## src/rtl/cpu_pkg.sv

```systemverilog
// ---------------------------------------------------------------------------
// cpu_pkg: shared widths, register constants and forwarding-select enum (rev 1.0)
// ---------------------------------------------------------------------------
`default_nettype none

package cpu_pkg;

  localparam int XLEN   = 32;
  localparam int CTRL_W = 16;

  localparam logic [4:0] REG_ZERO = 5'd0;

  typedef logic [CTRL_W-1:0] ctrl_t;

  typedef enum logic [2:0] {
    ZERO = 3'd0,
    EX   = 3'd1,
    MEM  = 3'd2,
    WB   = 3'd3,
    GPR  = 3'd4
  } fwd_sel_e;

endpackage

`default_nettype wire

```

## src/rtl/operand_fwd_mux.sv

```systemverilog
// ---------------------------------------------------------------------------
// operand_fwd_mux: resolves one source operand from EX/MEM/WB bypass or GPR (rev 1.0)
// ---------------------------------------------------------------------------
`default_nettype none

module operand_fwd_mux
  import cpu_pkg::*;
#(
  parameter int XLEN = cpu_pkg::XLEN
) (
  input  logic [4:0]      src,
  input  logic            ex_en,
  input  logic [4:0]      ex_rw,
  input  logic [XLEN-1:0] ex_data,
  input  logic            mem_en,
  input  logic [4:0]      mem_rw,
  input  logic [XLEN-1:0] mem_data,
  input  logic            wb_en,
  input  logic [4:0]      wb_rw,
  input  logic [XLEN-1:0] wb_data,
  input  logic [XLEN-1:0] gpr_data,
  output fwd_sel_e        sel,
  output logic [XLEN-1:0] data
);

  // Youngest producer wins; r0 is hard-wired so its writers are never forwarded.
  always_comb begin
    sel = GPR;
    if (src == REG_ZERO)                   sel = ZERO;
    else if (ex_en  && (ex_rw  == src))    sel = EX;
    else if (mem_en && (mem_rw == src))    sel = MEM;
    else if (wb_en  && (wb_rw  == src))    sel = WB;
  end

  always_comb begin
    data = '0;
    case (sel)
      ZERO:    data = '0;
      EX:      data = ex_data;
      MEM:     data = mem_data;
      WB:      data = wb_data;
      GPR:     data = gpr_data;
      default: data = '0;
    endcase
  end

endmodule

`default_nettype wire

```

## src/rtl/id_ex_operand_stage.sv

```systemverilog
// ---------------------------------------------------------------------------
// id_ex_operand_stage: operand forwarding, load-use detect, ID/EX register (rev 1.0)
// ---------------------------------------------------------------------------
`default_nettype none

module id_ex_operand_stage
  import cpu_pkg::*;
#(
  parameter int CTRL_W = cpu_pkg::CTRL_W,
  parameter int XLEN   = cpu_pkg::XLEN
) (
  input  logic              clk,
  input  logic              reset,
  input  logic              stall,
  input  logic              flush,
  input  logic              id_valid,
  input  logic [XLEN-1:0]   id_pc,
  input  logic [XLEN-1:0]   id_imm,
  input  logic [4:0]        id_rs,
  input  logic [4:0]        id_rt,
  input  logic              id_use_rs,
  input  logic              id_use_rt,
  input  logic [4:0]        id_rw,
  input  logic              id_regWrite,
  input  logic              id_memRead,
  input  logic [CTRL_W-1:0] id_ctrl,
  input  logic [XLEN-1:0]   gpr_rd1,
  input  logic [XLEN-1:0]   gpr_rd2,
  input  logic [XLEN-1:0]   ex_fwd_data,
  input  logic              mem_regWrite,
  input  logic [4:0]        mem_rw,
  input  logic [XLEN-1:0]   mem_data,
  input  logic              wb_regWrite,
  input  logic [4:0]        wb_rw,
  input  logic [XLEN-1:0]   wb_Wd,
  output logic              hazard_stall,
  output logic              ex_valid,
  output logic              ex_regWrite,
  output logic              ex_memRead,
  output logic [XLEN-1:0]   ex_pc,
  output logic [XLEN-1:0]   ex_imm,
  output logic [XLEN-1:0]   ex_a,
  output logic [XLEN-1:0]   ex_b,
  output logic [4:0]        ex_rs,
  output logic [4:0]        ex_rt,
  output logic [4:0]        ex_rw,
  output logic [CTRL_W-1:0] ex_ctrl
);

  // A load in EX has no data yet, so only ALU results are bypassed from EX.
  logic            ex_fwd_en;
  logic [XLEN-1:0] opnd_a;
  logic [XLEN-1:0] opnd_b;
  fwd_sel_e        sel_a_unused;
  fwd_sel_e        sel_b_unused;

  assign ex_fwd_en = ex_valid && ex_regWrite && !ex_memRead;

  operand_fwd_mux #(.XLEN(XLEN)) u_fwd_rs (
    .src      (id_rs),
    .ex_en    (ex_fwd_en),
    .ex_rw    (ex_rw),
    .ex_data  (ex_fwd_data),
    .mem_en   (mem_regWrite),
    .mem_rw   (mem_rw),
    .mem_data (mem_data),
    .wb_en    (wb_regWrite),
    .wb_rw    (wb_rw),
    .wb_data  (wb_Wd),
    .gpr_data (gpr_rd1),
    .sel      (sel_a_unused),
    .data     (opnd_a)
  );

  operand_fwd_mux #(.XLEN(XLEN)) u_fwd_rt (
    .src      (id_rt),
    .ex_en    (ex_fwd_en),
    .ex_rw    (ex_rw),
    .ex_data  (ex_fwd_data),
    .mem_en   (mem_regWrite),
    .mem_rw   (mem_rw),
    .mem_data (mem_data),
    .wb_en    (wb_regWrite),
    .wb_rw    (wb_rw),
    .wb_data  (wb_Wd),
    .gpr_data (gpr_rd2),
    .sel      (sel_b_unused),
    .data     (opnd_b)
  );

  always_comb begin
    hazard_stall = id_valid && ex_valid && ex_memRead && (ex_rw != REG_ZERO) &&
                   ((id_use_rs && (ex_rw == id_rs)) || (id_use_rt && (ex_rw == id_rt)));
  end

  // Bubbles clear only the control fields; stale data is harmless once valid drops.
  always_ff @(posedge clk or negedge reset) begin
    if (!reset) begin
      ex_valid    <= 1'b0;
      ex_regWrite <= 1'b0;
      ex_memRead  <= 1'b0;
      ex_ctrl     <= '0;
      ex_pc       <= '0;
      ex_imm      <= '0;
      ex_a        <= '0;
      ex_b        <= '0;
      ex_rs       <= '0;
      ex_rt       <= '0;
      ex_rw       <= '0;
    end else if (flush || (!stall && hazard_stall)) begin
      ex_valid    <= 1'b0;
      ex_regWrite <= 1'b0;
      ex_memRead  <= 1'b0;
      ex_ctrl     <= '0;
    end else if (!stall) begin
      ex_valid    <= id_valid;
      ex_regWrite <= id_valid && id_regWrite;
      ex_memRead  <= id_valid && id_memRead;
      ex_ctrl     <= id_ctrl;
      ex_pc       <= id_pc;
      ex_imm      <= id_imm;
      ex_a        <= opnd_a;
      ex_b        <= opnd_b;
      ex_rs       <= id_rs;
      ex_rt       <= id_rt;
      ex_rw       <= id_rw;
    end
  end

endmodule

`default_nettype wire

```

## config.mk

```make
export PLATFORM = sky130hd
export DESIGN_NAME = id_ex_operand_stage
export DESIGN_NICKNAME = d
export VERILOG_FILES = /design/src/rtl/cpu_pkg.sv /design/src/rtl/operand_fwd_mux.sv /design/src/rtl/id_ex_operand_stage.sv
export SDC_FILE = /design/constraint.sdc
export NUM_CORES = 1
export LEC_CHECK = 0
export ABC_AREA = 1
export CORE_AREA = 2 2 171 173
export CTS_BUF_LIST = sky130_fd_sc_hd__clkbuf_2
export CTS_CLUSTER_DIAMETER = 100
export DETAILED_ROUTE_END_ITERATION = 10
export DIE_AREA = 0 0 173 175
export PLACE_DENSITY = 0.67
export RECOVER_POWER = 100
export REMOVE_ABC_BUFFERS = 1
export SLEW_MARGIN = 20
export SYNTH_ARGS = -nofsm -noshare
export SYNTH_HDL_FRONTEND = slang
export SYNTH_SLANG_ARGS = --single-unit
```

## constraint.sdc

```tcl
create_clock -name clk -period 3 [get_ports clk]
set_clock_uncertainty 0.15 [all_clocks]
set_input_delay 0.6 -clock clk [delete_from_list [all_inputs] [get_ports clk]]
set_output_delay 0.6 -clock clk [all_outputs]
set_load 0.01 [all_outputs]
```

==> out/summary.txt <==
Run status: complete, no violations
Share of the synthesized area in the top cell type: 43.18%
Later-pin clock latency in the skew report: 0.78 ns
Largest net degree at the start of global routing: 83
Fin. Hold Viols: 0
CTS Root Cell: clkbuf_2
Synth async-reset ratio: 100.0%
Worst-Margin Slew: 1.307 ns
I/O Pins: 439
Max Buffers Root-to-Sink: 2
Pwr Total: 5549 µW
CP max-delay cell: dlygate4sd3_1
Clk slew on worst S/H paths: 0.27 ns
#FFs+latches synth: 162
Slew HR: 12.89%
Clk sinks: 162
Routed len/inst: 19.32 µm
Port-buffer cells: 438
Most numerous cell in the Yosys netlist: nand2_1
Die height: 175 µm
Vias after detailed routing: 11090
Delay-heaviest family, CP: buffers and inverters
Vias in the first global route: 11110
Fmax: 352.6 MHz
Die ar.: 0.03028 mm²
Number of synthesized flops with an enable pin: 0
Synth top cells by count: 555 x nand2_1, 195 x nand4_1, 162 x dfrtp_1, 106 x nand3_1, 64 x o21bai_1
ANT nets after route: 0
Power per standard cell area: 378.8 mW/mm²
First-pass GRT wire length: 63400 µm
Max cap viols: 0
Slew Limit Fails: 0
Synth area leaders: dfrtp_1 43%, nand2_1 22%, nand4_1 13%, nand3_1 5.7%, o21bai_1 5.1%
Yosys top cell by area: dfrtp_1
Leak: 0.007529 µW
Layout Nets: 1990
RSZ-0062 raised after global routing: false
Final Util: 51.59%
1st-iter DRT viols: 962
Post-DR vias/cell: 5.241
Initial Utilization: 33.06%
Arrival time at the worst endpoint: 2.09 ns
Final WL: 40890 µm
Std cell rows: 62
Critical path type: flip-flop to primary output
Final min period: 2.836 ns
Post-synthesis instance total: 1288
Critical path peak fanout: 3
Part of the cycle the worst path needs: 94.53%
WP data required: 2.25 ns
Die Wd: 173 µm
Hold crit path type: input port to flip-flop
CP Cell Sequence: buf_4 > buf_4 > dlygate4sd3_1
Critical path buffers and inverters: 3
Initial antenna violation count: 8
Number of remaining DRC errors: 0
CTS Buf Count: 17
Fraction of layout cells with a size suffix above 1: 7.412%
Avg Inst Size Synth: 7.289 µm²
Seq/Total Area, Yosys: 43.18%
GP Congestion: 0.8992
Cell area after synthesis: 0.009388 mm²
H-tree lvl count: 4
CP dominant cell by count: buf_4
Total track usage: 26.69%
Final setup fails: 0
YS warnings: 0
Max IR drop VDD: 0.0002751 V
Grt ovf: 0
Syn-to-layout area delta: 56.02%
Filler Cells Inserted: 2788
Crit path capture type: primary output
Critical path's largest stage delay: 0.60 ns
Startpoint class of the critical path: flip-flop
Core area: 0.02839 mm²
CTS tree: yes
Top FF cell, synth: dfrtp_1
HPWL Detailed: 29260 µm
Count of unique library cells instantiated by Yosys: 25
DRT Pass-1 Iters: 6
worst reg2reg max path: stages, from the launching register on:
cell and delay, ns:
dfrtp_2 0.50, xor2_1 0.19, nor2_2 0.12, nand4_1 0.12, nand2_2 0.10, nand2_4 0.08, clkbuf_1 0.13, nand2_1 0.46
clkbuf_1 0.38, clkbuf_1 0.33, nand2_1 0.08, nand2_1 0.07
metrics by stage:
| stage | hold slack [ns] | setup slack [ns] | instance area (µm²) | instances | TNS [ns] |
|---|---|---|---|---|---|
| after detailed placement | 0.3093 | -0.1422 | 14520 | 2073 | -3.429 |
| after global routing | 0.06489 | 0.002099 | 14640 | 2115 | 0 |
| after floorplan | 0.1544 | -3.523 | 8823 | 1179 | -504.11 |
| after CTS | 0.03786 | 0.04856 | 14750 | 2109 | 0 |
| after global placement | 0.3022 | -0.1105 | 14520 | 2073 | -2.399 |
| final | 0.1626 | 0.1642 | 14650 | 2116 | 0 |
layout make-up:
type,instances,area [µm²],share of cell area (%)
multi-input cells,980,4728,32.28
flip-flops and latches,162,4056,27.70
well taps,384,480.5,3.280
clock buffers,17,85.08,0.5809
repair buffers,516,5037,34.39
diodes,5,12.51,0.08543
inverters,37,138.9,0.9482
clock inverters,15,107.6,0.7347
flip-flops by register name, indices dropped and copies added (netlist names):
register / count
ex_pc: 32
ex_rs: 5
ex_b: 32
ex_rt: 5
ex_ctrl: 16
ex_a: 32
ex_memRead: 1
ex_regWrite: 1
ex_rw: 5
ex_imm: 32
ex_valid: 1
timing repair:
| item | 4_1_cts | 5_1_grt |
|---|---|---|
| hold buffers | 1 | 0 |
| endpoints found under the setup margin | 1 | 1 |
| setup buffers | 3 | 2 |
| resized for setup | 8 | 5 |
| hold endpoints to repair | 148 | 0 |
| pin swaps | 4 | 6 |
power by group:
group,total (µW),switching [µW],internal [µW]
combinational,1780,840,940
clock,1150,928,226
sequential,2610,160,2450
path summary, 6_finish.rpt:
path | from | to | slack (ns) | cells past startpoint
setup / recovery | ex_rw[2]$_DFFE_PN0P_ | ex_rw[2] | 0.16 | 3
hold / removal | id_imm[13] | ex_imm[13]$_DFFE_PN0P_ | 0.16 | 3
setup reg to reg | ex_rw[1]$_DFFE_PN0P_ | ex_pc[31]$_DFFE_PN0P_ | 0.26 | 11
hold reg to reg | ex_imm[30]$_DFFE_PN0P_ | ex_imm[30]$_DFFE_PN0P_ | 0.35 | 2
max in group asynchronous | reset | ex_a[31]$_DFFE_PN0P_ | 0.33 | 3
min in group asynchronous | reset | ex_a[11]$_DFFE_PN0P_ | 0.42 | 2
placed cells by master (no fill, tap or decap), types with 2 or more instances in the layout:
cell type | synthesis | final
nand2_1 | 555 | 553
clkdlybuf4s50_1 | 0 | 274
nand4_1 | 195 | 195
dlygate4sd3_1 | 0 | 163
dfrtp_1 | 162 | 160
nand3_1 | 106 | 104
o21bai_1 | 64 | 64
buf_4 | 19 | 48
inv_1 | 27 | 25
clkbuf_2 | 0 | 24
nor2_1 | 24 | 20
o21ai_0 | 12 | 12
inv_2 | 9 | 11
clkbuf_1 | 38 | 10
buf_12 | 0 | 10
nor2_4 | 0 | 7
diode_2 | 0 | 5
clkinv_1 | 1 | 5
nor2_2 | 7 | 4
a21oi_1 | 4 | 4
inv_6 | 0 | 4
nor3_1 | 3 | 3
clkinv_4 | 0 | 3
xor2_1 | 2 | 2
xnor2_1 | 2 | 2
nand2_2 | 1 | 2
nand4_4 | 0 | 2
nand3_4 | 0 | 2
clkinvlp_4 | 0 | 2
dfrtp_2 | 0 | 2
buf_2 | 37 | 2
layer usage:
metal | routed length (µm) | vias to the layer above | global-route usage, %
li1 | - | 5226 | -
met1 | 15990 | 5178 | 31.82
met2 | 19560 | 595 | 44.83
met3 | 4185 | 85 | 9.356
met4 | 1105 | 6 | 9.040
met5 | 44 | - | 0
kinds of logic after synthesis:
group                     Yosys count  synth area share [%]
AOI/OAI and AO/OA                  82                 6.091
xor gates and xnor gates            4                0.3733
buffers and inverters             146                 7.490
DFF                               162                 43.18
and+or+nand+nor                   894                 42.86
(Power assumes the default switching activity.)
